`config.mk`:
```
export PLATFORM = sky130hd
export DESIGN_NAME = csa_serial_adder_flat
export DESIGN_NICKNAME = d
export VERILOG_FILES = /design/src/rtl/csa_serial_adder_pkg.sv /design/src/rtl/csa_serial_adder_if.sv /design/src/rtl/CSA2.sv /design/src/rtl/csa_serial_adder.sv /design/src/flat_wrapper.sv
export SDC_FILE = /design/constraint.sdc
export NUM_CORES = 1
export LEC_CHECK = 0
export BUFFER_PORTS_ARGS = -buffer_cell sky130_fd_sc_hd__buf_2
export CORE_MARGIN = 10
export CORE_UTILIZATION = 47
export DETAILED_ROUTE_END_ITERATION = 10
export HOLD_SLACK_MARGIN = 0.03
export PLACE_DENSITY = 0.8
export SLEW_MARGIN = 20
export SYNTH_ARGS = -nofsm -noshare
export SYNTH_HDL_FRONTEND = slang
export SYNTH_SLANG_ARGS = --single-unit
```
`constraint.sdc`:
```
create_clock -name clk -period 1.8 [get_ports clk]
set_input_delay 0.09 -clock clk [delete_from_list [all_inputs] [get_ports clk]]
set_output_delay 0.09 -clock clk [all_outputs]
set_load 0.01 [all_outputs]
```
`src/rtl/csa_serial_adder_pkg.sv`:
```
// Shared types for the two-bit-per-cycle serial adder: FSM encoding and digit helpers.
package csa_serial_adder_pkg;

    localparam int DEF_WIDTH = 16;

    typedef enum logic [1:0] {
        ST_IDLE = 2'd0,
        ST_RUN  = 2'd1,
        ST_DONE = 2'd2
    } state_t;

    function automatic int digits(input int width);
        return width / 2;
    endfunction

endpackage

```
`src/rtl/csa_serial_adder_if.sv`:
```
// Operand/result handshake bundle between a producer/consumer and the serial adder.
interface csa_serial_adder_if #(parameter int WIDTH = 16);
    logic             in_valid;
    logic             in_ready;
    logic [WIDTH-1:0] op_a;
    logic [WIDTH-1:0] op_b;
    logic             cin;
    logic             out_valid;
    logic             out_ready;
    logic [WIDTH-1:0] sum;
    logic             cout;
    logic             busy;

    modport master (
        output in_valid, op_a, op_b, cin, out_ready,
        input  in_ready, out_valid, sum, cout, busy
    );

    modport slave (
        input  in_valid, op_a, op_b, cin, out_ready,
        output in_ready, out_valid, sum, cout, busy
    );
endinterface

```
`src/rtl/CSA2.sv`:
```
// Two-bit carry-select adder slice: both carry cases are precomputed, cin_2 picks one.
module CSA2 (
    input  logic [1:0] op1_2,
    input  logic [1:0] op2_2,
    input  logic       cin_2,
    output logic [1:0] sum_2,
    output logic       cout_2
);
    logic [2:0] r0;
    logic [2:0] r1;

    assign r0 = {1'b0, op1_2} + {1'b0, op2_2};
    assign r1 = r0 + 3'd1;
    assign {cout_2, sum_2} = cin_2 ? r1 : r0;
endmodule

```
`src/rtl/csa_serial_adder.sv`:
```
// Multi-cycle WIDTH-bit adder: feeds one CSA2 slice two bits per clock, LSB digit first.
module csa_serial_adder
    import csa_serial_adder_pkg::*;
#(
    parameter int WIDTH = DEF_WIDTH
) (
    input  logic               clk,
    input  logic               rst,
    csa_serial_adder_if.slave  bus
);
    localparam int DIGITS = digits(WIDTH);
    localparam int NW     = $clog2(DIGITS) + 1;

    generate
        if ((WIDTH % 2) != 0 || WIDTH < 2) begin : g_bad_width
            $error("csa_serial_adder: WIDTH must be even and >= 2");
        end
    endgenerate

    state_t           state;
    logic [WIDTH-1:0] a;
    logic [WIDTH-1:0] b;
    logic [WIDTH-1:0] s;
    logic             c;
    logic [NW-1:0]    n;

    logic [1:0]       sum_2;
    logic             cout_2;
    logic [WIDTH+1:0] s_ext;

    CSA2 u_csa2 (
        .op1_2  (a[1:0]),
        .op2_2  (b[1:0]),
        .cin_2  (c),
        .sum_2  (sum_2),
        .cout_2 (cout_2)
    );

    // New digit enters at the top; the extended view keeps WIDTH=2 legal.
    assign s_ext = {sum_2, s};

    always_ff @(posedge clk) begin
        if (rst) begin
            state <= ST_IDLE;
            a     <= '0;
            b     <= '0;
            s     <= '0;
            c     <= 1'b0;
            n     <= '0;
        end else begin
            case (state)
                ST_IDLE: begin
                    if (bus.in_valid) begin
                        a     <= bus.op_a;
                        b     <= bus.op_b;
                        c     <= bus.cin;
                        n     <= '0;
                        state <= ST_RUN;
                    end
                end
                ST_RUN: begin
                    a <= a >> 2;
                    b <= b >> 2;
                    s <= s_ext[WIDTH+1:2];
                    c <= cout_2;
                    n <= n + 1'b1;
                    if (n == NW'(DIGITS - 1))
                        state <= ST_DONE;
                end
                ST_DONE: begin
                    if (bus.out_ready)
                        state <= ST_IDLE;
                end
                default: state <= ST_IDLE;
            endcase
        end
    end

    // Handshake outputs depend on state only; rst masks in_ready during the reset cycle.
    assign bus.in_ready  = (state == ST_IDLE) && !rst;
    assign bus.out_valid = (state == ST_DONE);
    assign bus.busy      = (state != ST_IDLE);
    assign bus.sum       = s;
    assign bus.cout      = c;
endmodule
```
`src/flat_wrapper.sv`:
```
// flat-port wrapper written by rule: the top's interface ports become plain ports
module csa_serial_adder_flat import csa_serial_adder_pkg::*;
#(
    parameter int WIDTH = DEF_WIDTH
)
  (clk, rst, bus_in_valid, bus_op_a, bus_op_b, bus_cin, bus_out_ready, bus_in_ready, bus_out_valid, bus_sum, bus_cout, bus_busy);
  csa_serial_adder_if #(.WIDTH(WIDTH)) bus_i ();
  input  logic clk;
  input  logic rst;
  input wire logic [$bits(bus_i.in_valid)-1:0] bus_in_valid;
  input wire logic [$bits(bus_i.op_a)-1:0] bus_op_a;
  input wire logic [$bits(bus_i.op_b)-1:0] bus_op_b;
  input wire logic [$bits(bus_i.cin)-1:0] bus_cin;
  input wire logic [$bits(bus_i.out_ready)-1:0] bus_out_ready;
  output wire logic [$bits(bus_i.in_ready)-1:0] bus_in_ready;
  output wire logic [$bits(bus_i.out_valid)-1:0] bus_out_valid;
  output wire logic [$bits(bus_i.sum)-1:0] bus_sum;
  output wire logic [$bits(bus_i.cout)-1:0] bus_cout;
  output wire logic [$bits(bus_i.busy)-1:0] bus_busy;
  assign bus_i.in_valid = bus_in_valid;
  assign bus_i.op_a = bus_op_a;
  assign bus_i.op_b = bus_op_b;
  assign bus_i.cin = bus_cin;
  assign bus_i.out_ready = bus_out_ready;
  assign bus_in_ready = bus_i.in_ready;
  assign bus_out_valid = bus_i.out_valid;
  assign bus_sum = bus_i.sum;
  assign bus_cout = bus_i.cout;
  assign bus_busy = bus_i.busy;
  csa_serial_adder #(.WIDTH(WIDTH)) u_core (.clk(clk), .rst(rst), .bus(bus_i));
endmodule
```
======== After elaboration in Yosys (flattened, before gate mapping) ========
Cells that the tools add are included.
word-level totals
  flip-flop bits (word level) ............. 55
  input port bits ......................... 37
  output and inout bits ................... 20
operators by class
  add/subtract/negate cells ............... 3
  equal/unequal tests ..................... 6
  mux-type cells .......................... 13
  reduce and logical (&&, ||, !) cells .... 7
operator list
  cell                 number
  $pmux 16 s2          2
  $mux 16              2
  $pmux 4 s2           1
  $mux 2               3
  $pmux 2 s3           1
  $add 4x1->4 const B  1
  $eq 4x3->1 const B   1
  $mux 4               1
  $ne 2x2->1 const B   2
  $reduce_bool 2->1    2
  $add 2x2->3          1
  $add 3x1->3 const B  1
  $mux 3               1
  $reduce_and 3->1     1
  $eq 2x1->1 const B   1
  $eq 2x2->1 const B   1
  $logic_not 2->1      1
  $ne 2x1->1 const B   1
  $pmux 1 s2           1
  $reduce_and 2->1     1
  $logic_and 1x1->1    1
  $logic_not 1->1      1
  $mux 1               1

======== Depth between registers and ports, before layout ========
  word-level depth ........................ 4
  depth in mapped cells ................... 6

======== Modules after synthesis ========
Synthesis repeated with hierarchy kept, for this count alone.
unflattened totals
  cell total of the unflattened synthesis .. 285
  area total of the unflattened synthesis .. 2,427.3 um2
modules (own cells, without submodules)
  module            times used  cells each  area an instance (um2)  seq. area each (um2)
  csa_serial_adder  1           278         2,346.0                 1,101.1
  CSA2              1           7           81.3                    0.0

======== Worst setup path before layout ========
No wires, ideal clock.
  kind .................................... register -> register
  start ................................... reg u_core.b[0]
  end ..................................... reg u_core.c (netlist: u_core.bus.cout)
  data arrival time ....................... 1,511 ps
  data required time ...................... 1,714 ps
  setup slack ............................. 203 ps
  cell stages (with the launch flop) ...... 7
  path buffers ............................ 0
  period minus slack after synthesis ...... 1,597 ps
  cells stage by stage .................... dfxtp_1 > ha_1 > fa_1 > ha_1 > nand2_1 > xor2_1 > a211oi_1
on the way
  word-level cells in the longest chain between the ends .. 4
RTL lines
  item                    line                    text
  start, declared         csa_serial_adder.sv:22  logic [WIDTH-1:0] b;
  start signal, assigned  csa_serial_adder.sv:55  b <= bus.op_b;
  start signal, assigned  csa_serial_adder.sv:63  b <= b >> 2;
  $add 2x2->3 *           CSA2.sv:12              assign r0 = {1'b0, op1_2} + {1'b0, op2_2};
  $add 3x1->3             CSA2.sv:13              assign r1 = r0 + 3'd1;
  $mux 3 *                CSA2.sv:14              assign {cout_2, sum_2} = cin_2 ? r1 : r0;
  $pmux 1 s2 *            csa_serial_adder.sv:51  case (state)
  end signal, assigned    csa_serial_adder.sv:56  c <= bus.cin;
  end signal, assigned    csa_serial_adder.sv:65  c <= cout_2;
  end, declared           csa_serial_adder.sv:24  logic c;
Every way passes the cells marked *; elsewhere a longest branch is shown, timed or not.
A chain may end at the register's enable or synchronous reset.

======== Final worst setup path ========
Ends and elaborated chain as after synthesis.

==> out/results.ini <==
[status]
status=finished, final reports clean

[clock_network]
clock_tree.root_cell=clkbuf_8
cts_buffer_depth=2
cts_tree=yes
cts.repair.resized=0
cts.reportedPaths.clkPinSlew_ps=90
cts.sinks=55
clkLatencyLatePin_ps=300
postCtsSetupBuffers=0
cts-buffers-inserted=5
ctsHtreeMaxLevel=2

[flow_run]
drv_cap=0

[power]
p_int_mw=1.794
switching_share=0.2593
vdd_drop_max_mv=0.3432
p_sw_mw=0.6282
p_leak_nw=1.266
total_power_mw=2.423
p_seq_frac=0.553
p_comb_frac=0.168
pwr_density_cell_nw_per_um2=792.5
clockPowerShare=0.279

[global_routing]
grt_use_total=0.1315
grt_max_degree=57
grt_pass1_vias=2182
overflow=0
grt_pass1_wl_um=9811
antenna_found_initial=0

[cells_and_area]
area_growth_pct=15.34
multi_input_area_um2=1394
layout_common_cells=56 x buf_2, 54 x dfxtp_1, 43 x a21oi_1
fin_cells=431
antennaDiodeCount=0
drive_gt1_frac=0.2396
layout_commonest_cell=buf_2
nNetsFinal=400
regArea_um2=1102
fill_cells=539
finalCoreUtilization=0.5585

[timing]
rsz0062_at_grt=false
worst_slew_pin_slew_ps=445.3
max_freq_mhz=587.5
tns_ps=0
finClkSkew_ps=6.451
finalHoldViolCount=0
fin_crit_sh=0.9457
finalSetupViolCount=0
fin_crit_ps=1702
max_slew_margin=0.7031
slew_violations=0

[critical_path]
worst_ep_required_time_ps=2020
path_max_fanout=2
critPathKind=reg -> reg
ff2ff_setup_slack_ps=100
worstPathArrival_ps=1930
start_kind=register
critPathCaptureType=register

[logic_synthesis]
synthSimpleGateAreaFrac=0.3659
synth_compound_area_frac=0.1242
synthMuxAreaShare=0.007554
synthAdderAreaFrac=0.02172
syn_inst=314
synth.top_cell.area_share=0.4155
synth_fp_nets=355
async_reset_ff_frac=0
ys_warn_count=0
synth_seq_cells=55
synth_ff_type=dfxtp_1
synthTopCellsByArea=dfxtp_1 42%, or3b_1 8.3%, a21oi_1 8.1%, nand2b_1 6.4%, nor2_1 5.2%
synth_top_cell_by_area=dfxtp_1
synth_area_per_cell_um2=8.440
synth_edf_count=0
ys_seq_area_frac=0.4155
synth_xor_area_frac=0.006610
synth_top_family_by_area=simple AND/OR/NAND/NOR gates
synth_cell_types=38
syn_area_um2=2650

[drt]
wl_per_cell_um=13.71
vias_per_cell=5.155
vias=2222
drc=0
drtIter0Drc=133
wl_um=5908
first_pass_iters=4
postRouteAntennaNets=0

[die]
rows=27
fp.coreArea_um2=5473
die_x_um=95.09
dieArea_um2=9042
die_h_um=95.09
io_pins=57
initial_core_util=0.4842

[place]
port_buffers=56
dp_hpwl_um=4144
dp_cells=422
place_congestion=0.7227

[hold_path]
hold_path.class=in -> reg

critical path, cell delays in order, from the launching register on:
cell      delay (ps)
dfxtp_1          320
ha_1             200
fa_1             510
ha_1             150
nand2_1           60
xor2_1           160
a211oi_1         230
cells by family (layout without fill, tap and decap cells):
logic type	count (synthesis)	count (layout)
muxes	2	2
xor gates and xnor gates	2	2
and+or+nand+nor	168	168
buffers and inverters	26	71
adders and majority gates	4	4
AOI/OAI and AO/OA	57	57
DFF	55	55
repair_timing:
action                                  CTS  global route
hold endpoints to repair                  2             0
hold buffers                              2             0
endpoints found under the setup margin    0             0
routing by layer:
metal  part of all wire  GRT usage  vias up
met5                  0          0        -
met4              0.012    0.04239        0
met3              0.051    0.03771        5
met2               0.50     0.2347       36
met1               0.44     0.1469     1028
li1                   -          -     1153
synthesized netlist by cell type, drive strengths merged (2+ instances only):
cell type  count
dfxtp         55
a21oi         44
nor2          37
nand2         33
nor3          29
nand2b        28
or3b          28
buf           17
clkbuf         9
a22oi          5
a211oi         4
ha             3
or2b           3
mux2i          2
nand3          2
nor3b          2
sequential cells by signal, indices dropped and copies added, names as in the netlist:
name             flops
u_core.b            16
u_core.bus.sum      16
u_core.a            16
u_core.n             4
u_core.state         2
u_core.bus.cout      1
area by class of cell:
| class | count | area share |
|---|---|---|
| clock inverters | 1 | 0.001637 |
| multi-input cells | 233 | 0.4560 |
| flip-flops and latches | 55 | 0.3606 |
| repair buffers | 64 | 0.1253 |
| clock buffers | 6 | 0.02702 |
| well taps | 72 | 0.02947 |
worst paths after layout:
path | startpoint | endpoint | cells after the start
setup / recovery | u_core.b[0] | u_core.bus.cout | 6
hold / removal | bus_op_a[15] | u_core.a[15] | 3
setup reg to reg | u_core.b[0] | u_core.bus.cout | 6
hold reg to reg | u_core.bus.sum[0] | u_core.bus.sum[0] | 2
power groups by stage:
| stage | registers [mW] | clock network, mW | logic (mW) |
|---|---|---|---|
| finish | 1.34 | 0.677 | 0.407 |
| CTS | 1.34 | 0.708 | 0.413 |
| global placement | 1.36 | 0 | 0.394 |
| global route | 1.35 | 0.741 | 0.458 |
| detailed placement | 1.37 | 0 | 0.407 |
| floorplan | 1.36 | 0 | 0.305 |
through the flow:
step	hold slack (ps)	instance area (um^2)	setup WS, ps
floorplan	238.3	2650	203.3
global placement	324.5	2949	171.1
detailed placement	340.9	2949	92.18
CTS	31.21	3057	97.44
global route	61.99	3057	6.259
finish	42.59	3057	97.75
No activity file was read; power rests on OpenSTA's default activity.
